==> src/rtl/rgb565_gray_stage.sv <==
// rgb565_gray_stage
// Pixel stage between the OV5640 capture path (RGB565) and the frame-buffer
// input. Each pixel is converted to luma and repacked as gray RGB565 through a
// 3-stage pipeline. vsync/DE are delayed to match. Pixel, line and frame
// statistics are kept for debug. Everything runs in the camera pixel clock.
//
// Optional feature: define GRAY_THRESH_EN to binarise luma against THRESH
// (Y >= THRESH -> 16'hFFFF, else 16'h0000). Bypass still wins. Latency is
// unchanged.
//
// Ports
//   I_pxl_clk    pixel clock (cmos_pclk), only clock
//   I_rst        synchronous active-high reset
//   I_vs         camera vsync, active high
//   I_de         pixel valid
//   I_data       pixel {R5,G6,B5}
//   I_bypass     pass pixels unchanged; taken at frame start only
//   O_vs/O_de    I_vs/I_de delayed 3 cycles
//   O_data       processed pixel aligned with O_de, 0 when O_de=0
//   O_frame_cnt  completed frames (wraps)
//   O_line_cnt   lines closed in the current frame (saturates)
//   O_frame_ok   last completed frame had V_RES lines of exactly H_RES pixels
//   O_line_err   sticky line-length error for the current frame
module rgb565_gray_stage #(
    parameter int unsigned H_RES  = 640,
    parameter int unsigned V_RES  = 480,
    parameter int unsigned THRESH = 128
) (
    input  logic        I_pxl_clk,
    input  logic        I_rst,
    input  logic        I_vs,
    input  logic        I_de,
    input  logic [15:0] I_data,
    input  logic        I_bypass,
    output logic        O_vs,
    output logic        O_de,
    output logic [15:0] O_data,
    output logic [15:0] O_frame_cnt,
    output logic [11:0] O_line_cnt,
    output logic        O_frame_ok,
    output logic        O_line_err
);

    // THRESH is an 8-bit luma level; reject out-of-range values in every build.
    if (THRESH > 255) begin : g_thresh_chk
        $error("THRESH must fit in 8 bits");
    end

    logic vs_prev_q;
    logic de_prev_q;
    logic bypass_q;
    logic frame_start;
    logic line_end;

    assign frame_start = I_vs & ~vs_prev_q;
    assign line_end    = de_prev_q & ~I_de;

    // ---------------- pipeline ----------------
    logic [7:0]  r8, g8, b8;
    logic [14:0] r_prod;
    logic [15:0] g_prod;
    logic [12:0] b_prod;

    always_comb begin
        r8     = {I_data[15:11], I_data[15:13]};
        g8     = {I_data[10:5], I_data[10:9]};
        b8     = {I_data[4:0], I_data[4:2]};
        r_prod = 15'(r8) * 15'd77;
        g_prod = 16'(g8) * 16'd150;
        b_prod = 13'(b8) * 13'd29;
    end

    logic        s1_de_q, s1_vs_q, s1_byp_q;
    logic [15:0] s1_raw_q;
    logic [14:0] s1_r_q;
    logic [15:0] s1_g_q;
    logic [12:0] s1_b_q;

    logic        s2_de_q, s2_vs_q, s2_byp_q;
    logic [15:0] s2_raw_q;
    logic [15:0] s2_sum_q;

    logic [7:0]  y;
    logic [15:0] gray_px;
    logic [15:0] out_px;

    always_comb begin
        y = s2_sum_q[15:8];
`ifdef GRAY_THRESH_EN
        gray_px = (y >= 8'(THRESH)) ? 16'hFFFF : 16'h0000;
`else
        gray_px = {y[7:3], y[7:2], y[7:3]};
`endif
        out_px = s2_byp_q ? s2_raw_q : gray_px;
    end

    always_ff @(posedge I_pxl_clk) begin
        if (I_rst) begin
            s1_de_q  <= 1'b0;
            s1_vs_q  <= 1'b0;
            s1_byp_q <= 1'b0;
            s1_raw_q <= '0;
            s1_r_q   <= '0;
            s1_g_q   <= '0;
            s1_b_q   <= '0;
            s2_de_q  <= 1'b0;
            s2_vs_q  <= 1'b0;
            s2_byp_q <= 1'b0;
            s2_raw_q <= '0;
            s2_sum_q <= '0;
            O_de     <= 1'b0;
            O_vs     <= 1'b0;
            O_data   <= '0;
        end else begin
            s1_de_q  <= I_de;
            s1_vs_q  <= I_vs;
            // The bypass decision travels with the pixel so in-flight pixels of
            // the old frame are not affected by the new frame's setting.
            s1_byp_q <= frame_start ? I_bypass : bypass_q;
            s1_raw_q <= I_data;
            s1_r_q   <= r_prod;
            s1_g_q   <= g_prod;
            s1_b_q   <= b_prod;

            s2_de_q  <= s1_de_q;
            s2_vs_q  <= s1_vs_q;
            s2_byp_q <= s1_byp_q;
            s2_raw_q <= s1_raw_q;
            // Max 255*256 = 65280, fits in 16 bits.
            s2_sum_q <= 16'(s1_r_q) + s1_g_q + 16'(s1_b_q);

            O_de     <= s2_de_q;
            O_vs     <= s2_vs_q;
            O_data   <= s2_de_q ? out_px : 16'h0000;
        end
    end

    // ---------------- statistics ----------------
    logic [11:0] len_q;
    logic [11:0] closed_cnt;
    logic        closed_err;

    // Line counter/error as they stand once any line ending this cycle is
    // closed; used both for normal updates and for latching the frame result.
    always_comb begin
        closed_cnt = O_line_cnt;
        if (line_end && (O_line_cnt != 12'hFFF)) begin
            closed_cnt = O_line_cnt + 12'd1;
        end
        closed_err = O_line_err | (line_end & (len_q != 12'(H_RES)));
    end

    always_ff @(posedge I_pxl_clk) begin
        if (I_rst) begin
            vs_prev_q   <= 1'b0;
            de_prev_q   <= 1'b0;
            bypass_q    <= 1'b0;
            len_q       <= '0;
            O_line_cnt  <= '0;
            O_line_err  <= 1'b0;
            O_frame_cnt <= '0;
            O_frame_ok  <= 1'b0;
        end else begin
            vs_prev_q <= I_vs;
            de_prev_q <= I_de;
            if (frame_start) begin
                bypass_q    <= I_bypass;
                O_frame_ok  <= (closed_cnt == 12'(V_RES)) && !closed_err;
                O_frame_cnt <= O_frame_cnt + 16'd1;
                O_line_cnt  <= '0;
                O_line_err  <= 1'b0;
                // A pixel on the frame-start cycle opens line 0 of the new frame.
                len_q       <= I_de ? 12'd1 : 12'd0;
            end else begin
                O_line_cnt <= closed_cnt;
                O_line_err <= closed_err;
                if (line_end) begin
                    len_q <= '0;
                end else if (I_de && (len_q != 12'hFFF)) begin
                    len_q <= len_q + 12'd1;
                end
            end
        end
    end

endmodule

==> config.mk <==
export PLATFORM = sky130hd
export DESIGN_NAME = rgb565_gray_stage
export DESIGN_NICKNAME = d
export VERILOG_FILES = /design/src/rtl/rgb565_gray_stage.sv
export SDC_FILE = /design/constraint.sdc
export NUM_CORES = 1
export LEC_CHECK = 0
export ABC_CLOCK_PERIOD_IN_PS = 7110
export BUFFER_PORTS_ARGS = -buffer_cell sky130_fd_sc_hd__buf_2
export CORE_ASPECT_RATIO = 0.75
export CORE_MARGIN = 1.5
export CORE_UTILIZATION = 45
export DETAILED_ROUTE_END_ITERATION = 7
export HOLD_SLACK_MARGIN = 0.15
export PLACE_DENSITY = 0.64
export SYNTH_ARGS = -nofsm -noshare
export SYNTH_HDL_FRONTEND = slang
export SYNTH_SLANG_ARGS = --single-unit
==> constraint.sdc <==
create_clock -name I_pxl_clk -period 7.11 [get_ports I_pxl_clk]
set_input_delay 0.711 -clock I_pxl_clk [delete_from_list [all_inputs] [get_ports I_pxl_clk]]
set_output_delay 0.711 -clock I_pxl_clk [all_outputs]
set_load 0.02 [all_outputs]
==> results.cfg <==
[sta]
rsz0062_at_grt = no
timing.final.max_slew_violations = 0
fmaxAchievable_ghz = 0.2500
transition_at_the_pin_with_the_smallest_max_transition_slack_ns = 0.6966
setup_viol = 0
period_minus_slack_ns = 3.999
timing.clock.skew_ns = 0.01147
max-slew-margin-rel_pct = 53.14
finalHoldViolCount = 0
tcrit_tclk_final_pct = 56.25
hold_slack_ns = 0.4349
timing.setup.tns_ns = 0

[cells_and_area]
insertedDiodeCount = 0
final_cell_count_no_fill = 1159
fillerInstances = 1617
drive_gt1_share_pct = 12.00
num-nets-final = 1077
synthToLayoutAreaGrowth_pct = 13.98

[cts]
insertion_delay_to_the_later_sink_of_the_worst_skew_pair_ns = 0.42
post_cts_resized = 0
cts_tree = yes
clock_tree.htree_level_count = 4
postCtsSetupBuffers = 0
clkTransAtPathRegs_ns = 0.06
cts.sink_count = 142
ctsRootBufferMaster = clkbuf_16
numCtsBuffers = 17
clockBufferDepth = 2
post_cts_hold_fix_bufs = 0

[route]
wire_length_after_detailed_routing_um = 15640
detailedRoute.firstPassIterationCount = 4
first_iteration_detailed_routing_drc_count = 283
route.vias.total = 5705
post-route-drc-count = 0
antenna_violating_nets_post_route = 0
routed_wire_length_per_instance_um = 13.50
vias_per_cell = 4.922

[global_route]
grt_use_total_pct = 17.91
grt_antenna_before_repair = 0
pin_count_of_the_biggest_net_entering_global_routing = 61
grt-ovfl-total = 0
grt_pass1_vias = 5385
grt_first_pass_wirelength_um = 26380

[logic_synthesis]
synthCells = 839
synth_flop_cell = dfxtp_1
ys_async_sr_fraction_pct = 0
synth_seq_cells = 142
average_instance_area_after_synthesis_um2 = 9.598
ys_seq_area_share_pct = 35.30
syn-cell-area_um2 = 8053
post_synth_edffs = 0
mappedNetlistNets = 1012
synthesis.yosys.warnings = 0
ys_types = 60

[floorplan]
die_h_um = 118.9
initial_utilization_pct = 45.74
coreArea_um2 = 17600
die_area_um2 = 18710
num_io_pins = 69
row_count = 42
dieWidth_um = 157.5

[worst_setup_path]
cp-end-kind = flop
critPathArrivalTime_ns = 4.28
timing.setup.critical_path_class = primary input to flop
cp-start-kind = primary input
required_ns = 7.39
critical_path.max_fanout = 7

[placement]
hpwlAfterDp_um = 11880
placement.io_buffers = 68
dp_cells = 1127
gp_routability_congestion = 0.8527

[job]
maxCapViolations = 0

[pwr]
cellLeakagePower_nw = 4.248
p_per_area_nw_per_um2 = 292.1
peakVddDrop_mv = 0.1887

[worst_hold_path]
worst_hold_path_type = flop to flop

[status]
run_status = complete, no violations
==> where the power goes <==
part	internal (W)	total [W]	leakage (nW)	switching, W
Clock	0.000492	0.000855	0.283	0.000363
Combinational	0.000389	0.000889	2.80	0.000500
Sequential	0.000887	0.000937	1.16	0.0000501
==> sequential cells by signal, indices dropped and copies added (netlist names), 6 cells and up <==
name and flops:
s2_sum_q 6, O_frame_cnt 16, O_line_cnt 12, s2_raw_q 16, s1_g_q 14, s1_b_q 11, O_data 16, len_q 12
s1_r_q 13, s1_raw_q 16
==> synth_stat cells, types with 3 or more instances <==
master    instances  share of area (%)
xnor2_1          28                3.0
o31ai_1           5               0.47
a31oi_1           8               0.62
buf_1             3               0.14
inv_1            68                3.2
mux2i_1           3               0.37
fa_1             36                8.9
a21o_1            9               0.84
nand2b_1         11               0.85
nor3_1           19                1.2
nor4_1            5               0.39
and4_1            3               0.33
o21bai_1          5               0.47
nor2_1          100                4.7
dfxtp_1         142                 35
nand2_1          42                2.0
nor3b_1           3               0.28
nor2b_1          49                3.8
nand3_1          21                1.3
clkbuf_1         17               0.79
o21a_1            4               0.37
a21oi_1          41                2.5
and3_1           10               0.78
or3_1             3               0.23
o21ai_0           8               0.50
xor2_1           28                3.0
nand4_1          10               0.78
ha_1            116                 18
nor4bb_1          3               0.37
a211oi_1          4               0.37
==> stage by stage <==
| step | utilization (%) | worst slack [ns] | instance area, um^2 | power, W |
|---|---|---|---|---|
| floorplan | - | 3.036 | 8053 | 0.001619 |
| global placement | 48.88 | 2.762 | 8605 | 0.001821 |
| detailed placement | 48.88 | 2.702 | 8605 | 0.001826 |
| CTS | 52.14 | 3.126 | 9179 | 0.002704 |
| global route | 52.14 | 2.912 | 9179 | 0.002887 |
| finish | 52.14 | 3.111 | 9179 | 0.002681 |
==> metal layers <==
metal	GRT usage, %	wire, um	up-vias
met5	0	0	-
met4	4.245	131	0
met3	3.967	639	13
met2	24.61	6225	94
met1	28.02	8647	2628
li1	-	-	2970
==> layout make-up <==
| cell class | count | area [um^2] | share of cell area, % |
|---|---|---|---|
| flip-flops and latches | 142 | 2843 | 30.97 |
| clock buffers | 17 | 425.4 | 4.635 |
| repair buffers | 69 | 350.3 | 3.817 |
| well taps | 242 | 302.8 | 3.299 |
| clock inverters | 15 | 148.9 | 1.622 |
| multi-input cells | 606 | 4853 | 52.88 |
| inverters | 68 | 255.2 | 2.781 |
==> critical path, cell delays in order <==
cell and delay, ns:
buf_2 0.16, ha_1 0.29, ha_1 0.27, inv_1 0.05
fa_1 0.54, inv_1 0.05, fa_1 0.45, ha_1 0.37
and2_1 0.20, a221o_1 0.35, a21o_1 0.20, nor4bb_1 0.14
or4_1 0.50
==> cells by family (layout without fill, tap and decap cells) <==
| kind of cell | after synthesis | count (layout) | share of synthesized area, % |
|---|---|---|---|
| adder cells (fa/ha/maj) | 152 | 152 | 26.97 |
| multiplexers | 5 | 5 | 0.6526 |
| XOR/XNOR | 56 | 56 | 6.091 |
| buffers and inverters | 91 | 169 | 4.428 |
| flip-flops | 142 | 142 | 35.30 |
| AND/OR/NAND/NOR | 290 | 290 | 18.01 |
| AO/OA/AOI/OAI | 103 | 103 | 8.546 |
==> path summary, 6_finish.rpt <==
check / slack (ns) / cells after the start / to / startpoint
max reg2reg: 4.11 / 8 / s2_sum_q[15] / s1_r_q[9]
min: 0.43 / 1 / s2_raw_q[12] / s1_raw_q[12]
min reg2reg: 0.43 / 1 / s2_raw_q[12] / s1_raw_q[12]
max: 3.11 / 13 / s1_g_q[14] / I_data[9]
==> placed cells by master (no fill, tap or decap), types with 36 or more instances in the layout <==
master / instances
ha_1: 116
nand2_1: 42
a21oi_1: 41
nor2_1: 100
buf_2: 67
dfxtp_1: 142
fa_1: 36
nor2b_1: 49
inv_1: 68
(Power assumes the default switching activity.)
